--- config.mk ---
export PLATFORM = sky130hd
export DESIGN_NAME = wisard_seq_flat
export DESIGN_NICKNAME = d
export VERILOG_FILES = /design/src/rtl/wisard_pkg.sv /design/src/rtl/wisard_seq_if.sv /design/src/rtl/wisard_res_fifo.sv /design/src/rtl/wisard_seq.sv /design/src/flat_wrapper.sv
export SDC_FILE = /design/constraint.sdc
export NUM_CORES = 1
export LEC_CHECK = 0
export ABC_AREA = 1
export ABC_CLOCK_PERIOD_IN_PS = 2650
export CORE_ASPECT_RATIO = 1.25
export CORE_MARGIN = 2
export CORE_UTILIZATION = 30
export DETAILED_ROUTE_END_ITERATION = 10
export GPL_ROUTABILITY_DRIVEN = 0
export GPL_TIMING_DRIVEN = 0
export SLEW_MARGIN = 5
export SYNTH_ARGS = -nofsm -noshare
export SYNTH_HDL_FRONTEND = slang
export SYNTH_HIERARCHICAL = 1
export SYNTH_SLANG_ARGS = --single-unit
--- constraint.sdc ---
create_clock -name clk -period 2.65 [get_ports clk]
set_clock_uncertainty 0.05 [all_clocks]
set_input_delay 0.53 -clock clk [delete_from_list [all_inputs] [get_ports clk]]
set_output_delay 0.53 -clock clk [all_outputs]
set_load 0.02 [all_outputs]
--- src/rtl/wisard_pkg.sv ---
// WISARD sequencer shared types: FSM encoding and gap constant.
// Overlap mode is selected by WISARD_SEQ_OVERLAP_EN.
package wisard_pkg;

  typedef enum logic {
    IDLE   = 1'b0,
    STREAM = 1'b1
  } state_t;

  localparam int GAP_W = 8;

  // Minimum spacing between core_eop pulses for a core with n classes.
  function automatic logic [GAP_W-1:0] gap_const(
    input int n_classes
  );
    return GAP_W'(n_classes + 3);
  endfunction

endpackage

--- src/rtl/wisard_seq_if.sv ---
// WISARD sequencer bus: sample in, core stream, result out.
// Slave modport is the sequencer view.
interface wisard_seq_if #(
  parameter int ADDRESS_WIDTH = 4,
  parameter int INDEX_WIDTH   = 3,
  parameter int N_RAMS        = 6,
  parameter int CLASS_WIDTH   = 2
);
  logic                            s_valid;
  logic                            s_ready;
  logic [N_RAMS*ADDRESS_WIDTH-1:0] s_data;
  logic                            core_sop;
  logic                            core_sink_valid;
  logic                            core_eop;
  logic [ADDRESS_WIDTH-1:0]        core_addr;
  logic [INDEX_WIDTH-1:0]          core_index;
  logic                            core_source_valid;
  logic [CLASS_WIDTH-1:0]          core_class;
  logic                            m_valid;
  logic                            m_ready;
  logic [CLASS_WIDTH-1:0]          m_class;
  logic                            busy;
  logic                            err;

  modport slave (
    input  s_valid, s_data,
    input  core_source_valid, core_class,
    input  m_ready,
    output s_ready,
    output core_sop, core_sink_valid, core_eop,
    output core_addr, core_index,
    output m_valid, m_class, busy, err
  );

  modport master (
    output s_valid, s_data,
    output core_source_valid, core_class,
    output m_ready,
    input  s_ready,
    input  core_sop, core_sink_valid, core_eop,
    input  core_addr, core_index,
    input  m_valid, m_class, busy, err
  );
endinterface

--- src/rtl/wisard_res_fifo.sv ---
// Two-entry result FIFO between the classifier core and m_* stream.
// Head reads as zero while empty.
module wisard_res_fifo #(
  parameter int W = 2
) (
  input  logic         clk,
  input  logic         rst_n,
  input  logic         push,
  input  logic         pop,
  input  logic [W-1:0] din,
  output logic [W-1:0] dout,
  output logic         full,
  output logic         empty
);
  logic [W-1:0] mem [2];
  logic         wp;
  logic         rp;
  logic [1:0]   cnt;
  logic         do_push;
  logic         do_pop;

  assign full    = (cnt == 2'd2);
  assign empty   = (cnt == 2'd0);
  assign do_push = push & ~full;
  assign do_pop  = pop & ~empty;
  assign dout    = empty ? '0 : mem[rp];

  always_ff @(posedge clk or negedge rst_n) begin
    if (!rst_n) begin
      mem[0] <= '0;
      mem[1] <= '0;
      wp     <= 1'b0;
      rp     <= 1'b0;
      cnt    <= 2'd0;
    end else begin
      if (do_push) begin
        mem[wp] <= din;
        wp      <= ~wp;
      end
      if (do_pop)
        rp <= ~rp;
      cnt <= cnt + {1'b0, do_push}
                 - {1'b0, do_pop};
    end
  end

endmodule

--- src/rtl/wisard_seq.sv ---
// WISARD sample sequencer: streams tuple addresses to the core.
// Define WISARD_SEQ_OVERLAP_EN to let a sample stream during search.
module wisard_seq
  import wisard_pkg::*;
#(
  parameter int ADDRESS_WIDTH = 4,
  parameter int INDEX_WIDTH   = 3,
  parameter int N_RAMS        = 6,
  parameter int N_CLASSES     = 3,
  parameter int CLASS_WIDTH   = 2
) (
  input  logic        clk,
  input  logic        rst_n,
  wisard_seq_if.slave bus
);
  localparam int AW = ADDRESS_WIDTH;
  localparam int IW = INDEX_WIDTH;
  localparam int DW = N_RAMS * ADDRESS_WIDTH;
  localparam logic [IW-1:0] LAST = IW'(N_RAMS - 1);

  if (N_RAMS > 2**INDEX_WIDTH ||
      N_CLASSES > 2**CLASS_WIDTH) begin : g_bad_cfg
    $error("wisard_seq: bad parameters");
  end

  state_t           state;
  state_t           state_nx;
  logic [IW-1:0]    k;
  logic [IW-1:0]    k_nx;
  logic [DW-1:0]    sample;
  logic [1:0]       outst;
  logic             accept;
  logic             pop;
  logic             last;
  logic             gap_ok;
  logic             push;
  logic             full;
  logic             empty;
  logic             err_q;
  logic [CLASS_WIDTH-1:0] head;

`ifdef WISARD_SEQ_OVERLAP_EN
  localparam logic [1:0] LIMIT = 2'd2;
  logic [GAP_W-1:0] gap;

  always_ff @(posedge clk or negedge rst_n) begin
    if (!rst_n)
      gap <= '0;
    else if (bus.core_eop)
      gap <= gap_const(N_CLASSES);
    else if (gap != '0)
      gap <= gap - 1'b1;
  end

  assign gap_ok = (gap <= GAP_W'(N_RAMS));
`else
  localparam logic [1:0] LIMIT = 2'd1;
  assign gap_ok = 1'b1;
`endif

  assign last   = (k == LAST);
  assign accept = bus.s_valid & bus.s_ready;
  assign pop    = ~empty & bus.m_ready;

  assign bus.s_ready = rst_n & (state == IDLE)
                     & (outst < LIMIT) & gap_ok;

  always_comb begin
    state_nx = state;
    k_nx     = k;
    unique case (state)
      IDLE: begin
        if (accept) begin
          state_nx = STREAM;
          k_nx     = '0;
        end
      end
      STREAM: begin
        if (last) begin
          state_nx = IDLE;
          k_nx     = '0;
        end else begin
          k_nx = k + 1'b1;
        end
      end
      default: state_nx = IDLE;
    endcase
  end

  always_ff @(posedge clk or negedge rst_n) begin
    if (!rst_n) begin
      state  <= IDLE;
      k      <= '0;
      sample <= '0;
      outst  <= 2'd0;
      err_q  <= 1'b0;
    end else begin
      state <= state_nx;
      k     <= k_nx;
      if (accept)
        sample <= bus.s_data;
      case ({accept, pop})
        2'b10:   outst <= outst + 2'd1;
        2'b01:   outst <= outst - 2'd1;
        default: outst <= outst;
      endcase
      if (bus.core_source_valid &
          (full | (outst == 2'd0)))
        err_q <= 1'b1;
    end
  end

  // Address/index are forced to zero outside a beat.
  always_comb begin
    bus.core_sink_valid = (state == STREAM);
    bus.core_sop   = bus.core_sink_valid & (k == '0);
    bus.core_eop   = bus.core_sink_valid & last;
    bus.core_index = bus.core_sink_valid ? k : '0;
    bus.core_addr  = '0;
    if (bus.core_sink_valid) begin
      for (int i = 0; i < N_RAMS; i++) begin
        if (k == IW'(i))
          bus.core_addr = sample[i*AW +: AW];
      end
    end
  end

  assign push = bus.core_source_valid
              & ~full & (outst != 2'd0);

  wisard_res_fifo #(
    .W (CLASS_WIDTH)
  ) u_fifo (
    .clk   (clk),
    .rst_n (rst_n),
    .push  (push),
    .pop   (pop),
    .din   (bus.core_class),
    .dout  (head),
    .full  (full),
    .empty (empty)
  );

  assign bus.m_valid = ~empty;
  assign bus.m_class = head;
  assign bus.busy    = (state != IDLE) | (outst != 2'd0);
  assign bus.err     = err_q;

endmodule

--- src/flat_wrapper.sv ---
// flat-port wrapper written by rule: the top's interface ports become plain ports
module wisard_seq_flat import wisard_pkg::*;
#(
  parameter int ADDRESS_WIDTH = 4,
  parameter int INDEX_WIDTH   = 3,
  parameter int N_RAMS        = 6,
  parameter int N_CLASSES     = 3,
  parameter int CLASS_WIDTH   = 2
)
  (clk, rst_n, bus_s_valid, bus_s_data, bus_core_source_valid, bus_core_class, bus_m_ready, bus_s_ready, bus_core_sop, bus_core_sink_valid, bus_core_eop, bus_core_addr, bus_core_index, bus_m_valid, bus_m_class, bus_busy, bus_err);
  wisard_seq_if #(.ADDRESS_WIDTH(ADDRESS_WIDTH), .INDEX_WIDTH(INDEX_WIDTH), .N_RAMS(N_RAMS), .CLASS_WIDTH(CLASS_WIDTH)) bus_i ();
  input  logic clk;
  input  logic rst_n;
  input wire logic [$bits(bus_i.s_valid)-1:0] bus_s_valid;
  input wire logic [$bits(bus_i.s_data)-1:0] bus_s_data;
  input wire logic [$bits(bus_i.core_source_valid)-1:0] bus_core_source_valid;
  input wire logic [$bits(bus_i.core_class)-1:0] bus_core_class;
  input wire logic [$bits(bus_i.m_ready)-1:0] bus_m_ready;
  output wire logic [$bits(bus_i.s_ready)-1:0] bus_s_ready;
  output wire logic [$bits(bus_i.core_sop)-1:0] bus_core_sop;
  output wire logic [$bits(bus_i.core_sink_valid)-1:0] bus_core_sink_valid;
  output wire logic [$bits(bus_i.core_eop)-1:0] bus_core_eop;
  output wire logic [$bits(bus_i.core_addr)-1:0] bus_core_addr;
  output wire logic [$bits(bus_i.core_index)-1:0] bus_core_index;
  output wire logic [$bits(bus_i.m_valid)-1:0] bus_m_valid;
  output wire logic [$bits(bus_i.m_class)-1:0] bus_m_class;
  output wire logic [$bits(bus_i.busy)-1:0] bus_busy;
  output wire logic [$bits(bus_i.err)-1:0] bus_err;
  assign bus_i.s_valid = bus_s_valid;
  assign bus_i.s_data = bus_s_data;
  assign bus_i.core_source_valid = bus_core_source_valid;
  assign bus_i.core_class = bus_core_class;
  assign bus_i.m_ready = bus_m_ready;
  assign bus_s_ready = bus_i.s_ready;
  assign bus_core_sop = bus_i.core_sop;
  assign bus_core_sink_valid = bus_i.core_sink_valid;
  assign bus_core_eop = bus_i.core_eop;
  assign bus_core_addr = bus_i.core_addr;
  assign bus_core_index = bus_i.core_index;
  assign bus_m_valid = bus_i.m_valid;
  assign bus_m_class = bus_i.m_class;
  assign bus_busy = bus_i.busy;
  assign bus_err = bus_i.err;
  wisard_seq #(.ADDRESS_WIDTH(ADDRESS_WIDTH), .INDEX_WIDTH(INDEX_WIDTH), .N_RAMS(N_RAMS), .N_CLASSES(N_CLASSES), .CLASS_WIDTH(CLASS_WIDTH)) u_core (.clk(clk), .rst_n(rst_n), .bus(bus_i));
endmodule
### After elaboration in Yosys (flattened, before gate mapping)

Index checks and enable logic that the tools add are counted.

| operators by class | value |
|---|---|
| $add $sub $neg | 5 |
| $lt $le $gt $ge | 4 |
| equality and inequality tests | 9 |
| multiplexer cells | 22 |
| bitwise operators | 20 |
| reductions and logical operators | 6 |

Operators with widths:

| kind | count |
|---|---|
| $mux 4 | 7 |
| $and 1x1->1 | 11 |
| $mux 2 | 5 |
| $mux 3 | 3 |
| $eq 3x2->1 const B | 2 |
| $eq 3x3->1 const B | 2 |
| $pmux 3 s2 | 1 |
| $not 1->1 | 5 |
| $bwmux 4 | 1 |
| $eq 2x2->1 const B | 2 |
| $ge 2x2->1 const B | 2 |
| $logic_not 2->1 | 2 |
| $lt 2x1->1 const B | 2 |
| $not 1->2 | 2 |
| $pmux 2 s2 | 1 |
| $reduce_bool 2->1 | 2 |
| $add 3x1->3 const B | 1 |
| $eq 3x1->1 const B | 1 |
| $logic_not 3->1 | 1 |
| $add 2x1->2 | 1 |
| $add 2x1->2 const B | 1 |
| $demux 2 s1 | 1 |
| $eq 2x1->1 const B | 1 |
| $mux 1 | 2 |
| other kinds (6) | 7 |

| word-level totals | value |
|---|---|
| register bits | 39 |
| bits of input ports | 31 |
| output and inout bits | 16 |
| logic and storage cells | 76 |

### Longest topological paths before layout

Gate-level depths: netlist of run 1.

| depth | value |
|---|---|
| word-level depth | 8 |
| gate-level depth with buffers | 11 |
| depth with buffers taken out | 11 |

### By module

The synthesis of run 1 kept the hierarchy.

By module, submodules not included:

| module | instances | cells an instance | area each (um^2) | sequential area each (um^2) |
|---|---|---|---|---|
| wisard_seq | 1 | 163 | 1615.3 | 775.7 |
| wisard_res_fifo | 1 | 54 | 442.9 | 200.2 |

### Worst setup path after synthesis of run 1

OpenSTA, ideal clock, no wires.

| path | value |
|---|---|
| kind | flip-flop to flip-flop |
| start | register u_core.outst[0] |
| end | register u_core.u_fifo.cnt[1] |
| library setup time | 0.116 ns |
| arrival | 1.956 ns |
| data required time | 2.484 ns |
| slack | 0.527 ns |
| stages on the path, launching flop included | 10 |
| path buffers | 0 |
| clock period less this slack | 2.123 ns |
| cells stage by stage | dfrtp_1 inv_1 ha_1 nor3b_1 nand2_2 ha_1 inv_1 ha_1 nand3_1 nand2_1 |

| between the ends | value |
|---|---|
| cells in the longest elaborated chain, start to end | 5 |

Ends and longest elaborated chain:

| item | RTL line | RTL |
|---|---|---|
| start, declared | wisard_seq.sv:31 | `logic [1:0] outst;` |
| start signal, assigned | wisard_seq.sv:103 | `2'b10: outst <= outst + 2'd1;` |
| start signal, assigned | wisard_seq.sv:104 | `2'b01: outst <= outst - 2'd1;` |
| start signal, assigned | wisard_seq.sv:105 | `default: outst <= outst;` |
| $reduce_bool 2->1 | wisard_seq.sv:129 | `& ~full & (outst != 2'd0);` |
| $and 1x1->1 | wisard_seq.sv:129 |  |
| net u_core.push | wisard_seq.sv:36 | `logic push;` |
| $and 1x1->1 | wisard_res_fifo.sv:24 | `assign do_push = push & ~full;` |
| $add 2x1->2 | wisard_res_fifo.sv:42 | `cnt <= cnt + {1'b0, do_push}` |
| $sub 2x1->2 | wisard_res_fifo.sv:43 | `- {1'b0, do_pop};` |
| end signal, assigned | wisard_res_fifo.sv:42 |  |
| end, declared | wisard_res_fifo.sv:18 | `logic [1:0] cnt;` |

The timed path passes the listed nets, and every way through them passes these cells.
A chain may end at the register's enable or synchronous reset.

### Worst setup path in the final report of run 1

| path | value |
|---|---|
| start | register u_core.k[2] |
| end | output bus_core_addr[0] |

| between the ends | value |
|---|---|
| cells in the longest elaborated chain, start to end | 8 |
| elaborated cells between the ends (all ways) | 13 |
| those cells by class | eq/ne (5); mux (7); reduce/logical (1) |

Ends and longest elaborated chain:

| item | RTL line | RTL |
|---|---|---|
| start, declared | wisard_seq.sv:28 | `logic [IW-1:0] k;` |
| start signal, assigned | wisard_seq.sv:99 | `k <= k_nx;` |
| $logic_not 3->1 | wisard_seq.sv:122 | `if (k == IW'(i))` |
| $mux 4 (5 in a row) | wisard_seq.sv:122 |  |
| $mux 4 * | wisard_seq.sv:122 |  |
| $mux 4 * | wisard_seq.sv:120 | `if (bus.core_sink_valid) begin` |
| end, declared | flat_wrapper.sv:23 | `output wire logic [$bits(bus_i.core_addr)-1:0] bus_core_addr;` |

Mark *: on every way between the ends. The rest lies on a longest branch, timed or not.

==> flow_metrics.tcl, run 1 <==
set metrics [dict create \
    synthToLayoutAreaGrowth_pct 35.4 \
    core.rowCount 33 \
    swShare 0.408 \
    antenna_cells 0 \
    path_common_cell "nand2_1" \
    synth_cell_types 25 \
    drc 0 \
    cap_viol_max_count 0 \
    overflow 0 \
    rsz0062_at_grt "yes" \
    crit_required_ns 2.07 \
    p_sw_mw 1.28 \
    grt_pass1_wl_mm 7.78 \
    worst-path-stages 9 \
    grt_max_degree 29 \
    hold_class "in -> async" \
    status "complete, no violations" \
    clk_latency_ns 0.29 \
    critical_path_class "reg -> out" \
    first_pass_iters 4 \
    initial_core_util 0.312 \
    drive_gt1_frac 0.185 \
    crit_chain "inv_1, clkbuf_4, ha_4, nor2_1, nand2_1, nand2_1, nand2_1, nand2_1, dlygate4sd2_1" \
    power.internal_mw 1.86 \
    syn_avg_cell_area_sq_um 9.48 \
    hold_violations 0 \
    worstSetupStartpointType "register" \
    setup_tns_ns 0 \
    coreArea_sq_um 6610 \
    synth_cells 217 \
    drt_iter0_drc 93 \
    clock_power_share 0.143 \
    clock_sinks 39 \
    grtUsageTotal 0.129 \
    timing.final.crit_share 0.953 \
    cts_root_buf "clkbuf_8" \
    end_kind "primary output" \
    critPathMaxFanout 10 \
    synth_top_cells_by_area "dfrtp_1, nand2_1, mux2_4, mux2_2, inv_1" \
    reg2regPathDepth 10 \
    syn_area_sq_um 2060 \
    crit_slowest_cell "dfrtp_2" \
    wl_per_cell_um 12.5 \
    ys_ff_latch 39 \
    num_io_pins 47 \
    p_seq_frac 0.355 \
    arrival_ns 1.95 \
    grt_pass1_vias 1633 \
    synth-edff-count 0 \
    dp_hpwl_mm 3.40 \
    vias_per_cell 4.51 \
    p_leak_nw 1.39 \
    dieWidth_um 78.1 \
    wl_mm 4.48 \
    fmax_mhz 396 \
    worst_slack_ns 0.124 \
    period_minus_slack_ns 2.53 \
    pre_cts_ws_ns -0.125 \
    fp.dieH_um 96.6 \
    synthFlopType "dfrtp_1" \
    vias 1613 \
    drv_slew 0 \
    antenna_found_initial 0 \
    worstMarginPinSlew_ns 0.543 \
    h-tree-depth 2 \
    yosys.area.top_type "dfrtp_1" \
    cts_tree "yes" \
    numCtsBuffers 5 \
    synthTopCellsByCount "nand2_1, dfrtp_1, inv_1" \
    critPathBufInv 3 \
    clock_path_buffers 2 \
    powerDensity_nw_per_um2 1130 \
    slew_headroom 0.636 \
    nets 307 \
    yosys_warnings 6 \
    setup_violations 0 \
    synth_nets 254 \
    crit_family "buffers and inverters" \
    cpPeakStageDelay_ns 0.44 \
    synth_top_cell_area_share 0.474 \
    ir_worst_vdd_mv 0.570 \
    async_flop_share 1.00 \
    clk_pin_slew_ns 0.08 \
    share_comb_of_total_power 0.502 \
    ant_nets 0 \
    holdBufCountCts 0 \
    portBuffers 46 \
    yosysSeqAreaShare 0.474 \
    die_area_sq_um 7540 \
    post_cts_buffers 0 \
    post-synth-top-count-cell "nand2_1" \
]
-- per-stage QoR --
stage | total power [mW] | hold slack [ns] | utilization | cell area, sq um | std cells
global placement | 2.65 | 0.402 | 0.398 | 2630 | 350
CTS | 3.12 | 0.0828 | 0.416 | 2750 | 358
detailed placement | 2.68 | 0.401 | 0.400 | 2640 | 351
floorplan | 2.15 | 0.184 | - | 2060 | 217
global route | 3.42 | 0.0821 | 0.422 | 2790 | 358
finish | 3.14 | 0.0827 | 0.422 | 2790 | 358
-- worst paths after layout --
| path | slack [ns] | end | from |
|---|---|---|---|
| worst max-delay path | 0.12 | bus_core_addr[0] | u_core/k[2] |
| worst min-delay path | 0.08 | u_core/u_fifo/mem[1] | rst_n |
| worst max register to register | 0.57 | u_core/u_fifo/cnt[1] | u_core/u_fifo/cnt[1] |
| worst min register to register | 0.42 | u_core/bus.err | u_core/bus.err |
| max in group asynchronous | 2.01 | u_core/k[2] | rst_n |
| min in group clk | 0.42 | u_core/bus.err | u_core/bus.err |
-- timing repair --
action                     CTS  global route
pin swaps                    0             0
setup endpoints to repair    5             7
resized for setup            7            10
-- flip-flops by register name (all words and copies together), names as in the netlist --
register and count:
u_core/u_fifo/mem 4, u_core/u_fifo/cnt 2, u_core/sample 24, u_core/bus.err 1, u_core/u_fifo/rp 1, u_core/k 3
u_core/outst 2, u_core/u_fifo/wp 1, u_core/bus.core_sink_valid 1
-- final cells by class --
cell class,count,area [sq um]
Buffer,4,41.3
Clock buffer,7,96.3
Clock inverter,1,7.51
Fill cell,673,3820
Inverter,24,90.1
Multi-Input combinational cell,149,991
Sequential cell,39,978
Tap cell,87,109
Timing Repair Buffer,47,473
-- kinds of logic after synthesis --
| group | synth area share |
|---|---|
| and+or+nand+nor | 0.235 |
| DFF | 0.474 |
| buffers and inverters | 0.0644 |
| muxes | 0.150 |
| AOI/OAI and AO/OA | 0.0322 |
| adders and majority gates | 0.0365 |
| xor gates and xnor gates | 0.00851 |
-- power by group through the flow --
stage	logic [mW]	clock network [mW]	registers [mW]
final	1.58	0.449	1.12
after global routing	1.77	0.494	1.15
after CTS	1.55	0.468	1.10
after detailed placement	1.57	0	1.11
after global placement	1.54	0	1.11
after floorplan	1.09	0	1.06
-- routing by layer --
layer / GRT usage / share of wire / vias to the layer above
met5: 0 / 0 / -
met4: 0.0364 / 0.013 / 0
met2: 0.212 / 0.50 / 31
met1: 0.166 / 0.44 / 760
li1: - / - / 816
met3: 0.0336 / 0.046 / 6
-- cells in the final DEF (no fill, tap or decap), types with 2 or more instances in the layout --
cell,netlist,routed
nand3_1,11,10
ha_1,6,5
mux2_1,6,6
xnor2_1,2,2
clkbuf_8,0,7
dfrtp_2,0,2
inv_1,23,23
nand4_1,8,8
nand2_4,2,2
mux2_2,8,8
mux2_4,10,10
nand3_2,2,3
clkdlybuf4s50_1,0,40
buf_6,3,3
nor2_2,0,2
a21oi_1,6,6
nor2_4,3,3
dlygate4sd2_1,0,4
nor2_1,21,19
dfrtp_1,39,37
nand2_2,1,2
o21ai_0,4,4
nand2_1,54,53
Power figures use the tool's default switching activity.
==> run 2, diff against run 1 <==
--- a/config.mk
+++ b/config.mk
@@ -10,6 +10,7 @@
 export CORE_ASPECT_RATIO = 1.25
 export CORE_MARGIN = 2
 export CORE_UTILIZATION = 30
+export CTS_BUF_LIST = sky130_fd_sc_hd__clkbuf_16
 export DETAILED_ROUTE_END_ITERATION = 10
 export GPL_ROUTABILITY_DRIVEN = 0
 export GPL_TIMING_DRIVEN = 0
==> run 2 against run 1 <==
Worst hold slack improved by 0.017 ns. Total power increased by 3.4%. Register-to-register slack barely moved. Clock-buffer cell count shrank 2. Die area did not move. Design area increased by 0.54%. Global-route usage grew 0.21 points. Worst setup slack got worse by 0.019 ns.
==> flow_metrics.tcl, run 2 (synthesized netlist as in run 1, its figures left out) <==
set metrics [dict create \
    fp.dieH_um 96.6 \
    grt_pass1_wl_mm 7.82 \
    layout_common_cells "nand2_1, clkdlybuf4s50_1, dfrtp_1, inv_1, nor2_1" \
    cpPeakStageDelay_ns 0.65 \
    crit_required_ns 2.07 \
    portBuffers 46 \
    wl_mm 4.55 \
    setup_tns_ns 0 \
    drv_slew 0 \
    timing.final.crit_share 0.961 \
    synthToLayoutAreaGrowth_pct 36.1 \
    wl_met1_mm 2.05 \
    largest-register "u_core/sample" \
    fmax_mhz 393 \
    vias 1628 \
    holdBufCountCts 0 \
    clock_path_buffers 2 \
    maxUsedRoutingLayer "met4" \
    crit_family "buffers and inverters" \
    setup_violations 0 \
    drive_gt1_frac 0.166 \
    reg_top3 "u_core/sample (24), u_core/u_fifo/mem (4), u_core/k (3)" \
    n_fill_cell 674 \
    hold_class "in -> async" \
    post_cts_buffers 0 \
    num_io_pins 47 \
    met2_wirelength_mm 2.23 \
    critPathMaxFanout 7 \
    crit_slowest_cell "clkdlybuf4s50_1" \
    crit_chain "inv_1, nand2_1, nor2_2, clkdlybuf4s50_1" \
    largest_reg_flops 24 \
    nets 307 \
    numCtsBuffers 5 \
    die_area_sq_um 7540 \
    grt_pass1_vias 1631 \
    place_area_sq_um 2640 \
    drt_iter0_drc 107 \
    critical_path_class "reg -> out" \
    grtUsageTotal 0.131 \
    slew_headroom 0.637 \
    core.rowCount 33 \
    status "complete, no violations" \
    ir_worst_vdd_mv 0.585 \
    wl_per_cell_um 12.7 \
    worstSetupStartpointType "register" \
    arrival_ns 1.97 \
    coreArea_sq_um 6610 \
    worstMarginPinSlew_ns 0.542 \
    initial_core_util 0.312 \
    cts_root_buf "clkbuf_16" \
    critPathBufInv 2 \
    dp_hpwl_mm 3.40 \
    end_kind "primary output" \
    powerDensity_nw_per_um2 1160 \
    drc 0 \
    clk_latency_ns 0.28 \
    dr_wl_met3_um 223 \
    overflow 0 \
    dieWidth_um 78.1 \
    cts_tree "yes" \
    grt_max_degree 29 \
    antenna_found_initial 0 \
    utilization 0.424 \
    h-tree-depth 2 \
    period_minus_slack_ns 2.55 \
    antenna_cells 0 \
    clock_sinks 39 \
    ant_nets 0 \
    clk_pin_slew_ns 0.06 \
    final_common_cell "nand2_1" \
    first_pass_iters 4 \
    hold_violations 0 \
    vias_per_cell 4.55 \
    design_area_sq_um 2800 \
    p_leak_nw 1.39 \
    cap_viol_max_count 0 \
]
## run 2: changes by cell type in the layout (fill, tap and decap cells not counted), sizes merged
cell | previous run | this run
clkbuf | 8 | 5
clkinv | 0 | 2
buf | 5 | 6
clkdlybuf4s50 | 40 | 41
dlymetal6s2s | 1 | 0
## run 2: worst register-to-register path: cells and delay by family, from the launching register on
family / cells / cell delay, ns
flip-flops: 1 / 0.46
buffers and inverters: 3 / 0.17
adder cells (fa/ha/maj): 2 / 0.45
AND/OR/NAND/NOR: 5 / 0.83
## run 2: routing by layer
metal / vias to the layer above / GRT usage
met3: 6 / 0.0336
met5: - / 0
met1: 758 / 0.169
li1: 822 / -
met2: 42 / 0.212
met4: 0 / 0.0445
## run 2: what timing repair did
action	4_1_cts	5_1_grt
setup endpoints to repair	4	5
gates resized for setup	7	4
endpoints found under the hold margin	0	0
pin swaps	0	0
cloned	0	0
## run 2: area by class of cell
type | count | area [sq um] | area share
Sequential cell | 39 | 977 | 0.349
Multi-Input combinational cell | 149 | 976 | 0.348
Timing Repair Buffer | 47 | 470 | 0.168
Clock buffer | 5 | 125 | 0.0447
Tap cell | 87 | 109 | 0.0389
Inverter | 24 | 90.1 | 0.0322
Buffer | 4 | 38.8 | 0.0138
Clock inverter | 3 | 15.0 | 0.00536
## run 2: power by group
group	switching (mW)	total, mW	internal (mW)
sequential	0.222	1.11	0.891
clock	0.231	0.573	0.342
combinational	0.839	1.56	0.723
total	1.29	3.25	1.96
## run 2: path summary, 6_finish.rpt
check | from | to | slack [ns] | cells past startpoint
max in group asynchronous | rst_n | u_core/bus.core_sink_valid | 1.98 | 2
hold / removal | rst_n | u_core/u_fifo/mem[1] | 0.1 | 1
hold reg to reg | u_core/bus.err | u_core/bus.err | 0.42 | 2
setup reg to reg | u_core/u_fifo/cnt[1] | u_core/u_fifo/cnt[1] | 0.57 | 10
min in group clk | u_core/bus.err | u_core/bus.err | 0.42 | 2
setup / recovery | u_core/k[1] | bus_core_eop | 0.10 | 4
## run 2: through the flow
step	total power, mW	worst slack, ns	hold slack [ns]	cells
final	3.25	0.105	0.0999	358
after detailed placement	2.68	-0.125	0.401	351
after global routing	3.52	-0.00435	0.106	358
after global placement	2.65	-1.41	0.402	350
after floorplan	2.15	0.527	0.184	217
after CTS	3.25	0.0794	0.106	358
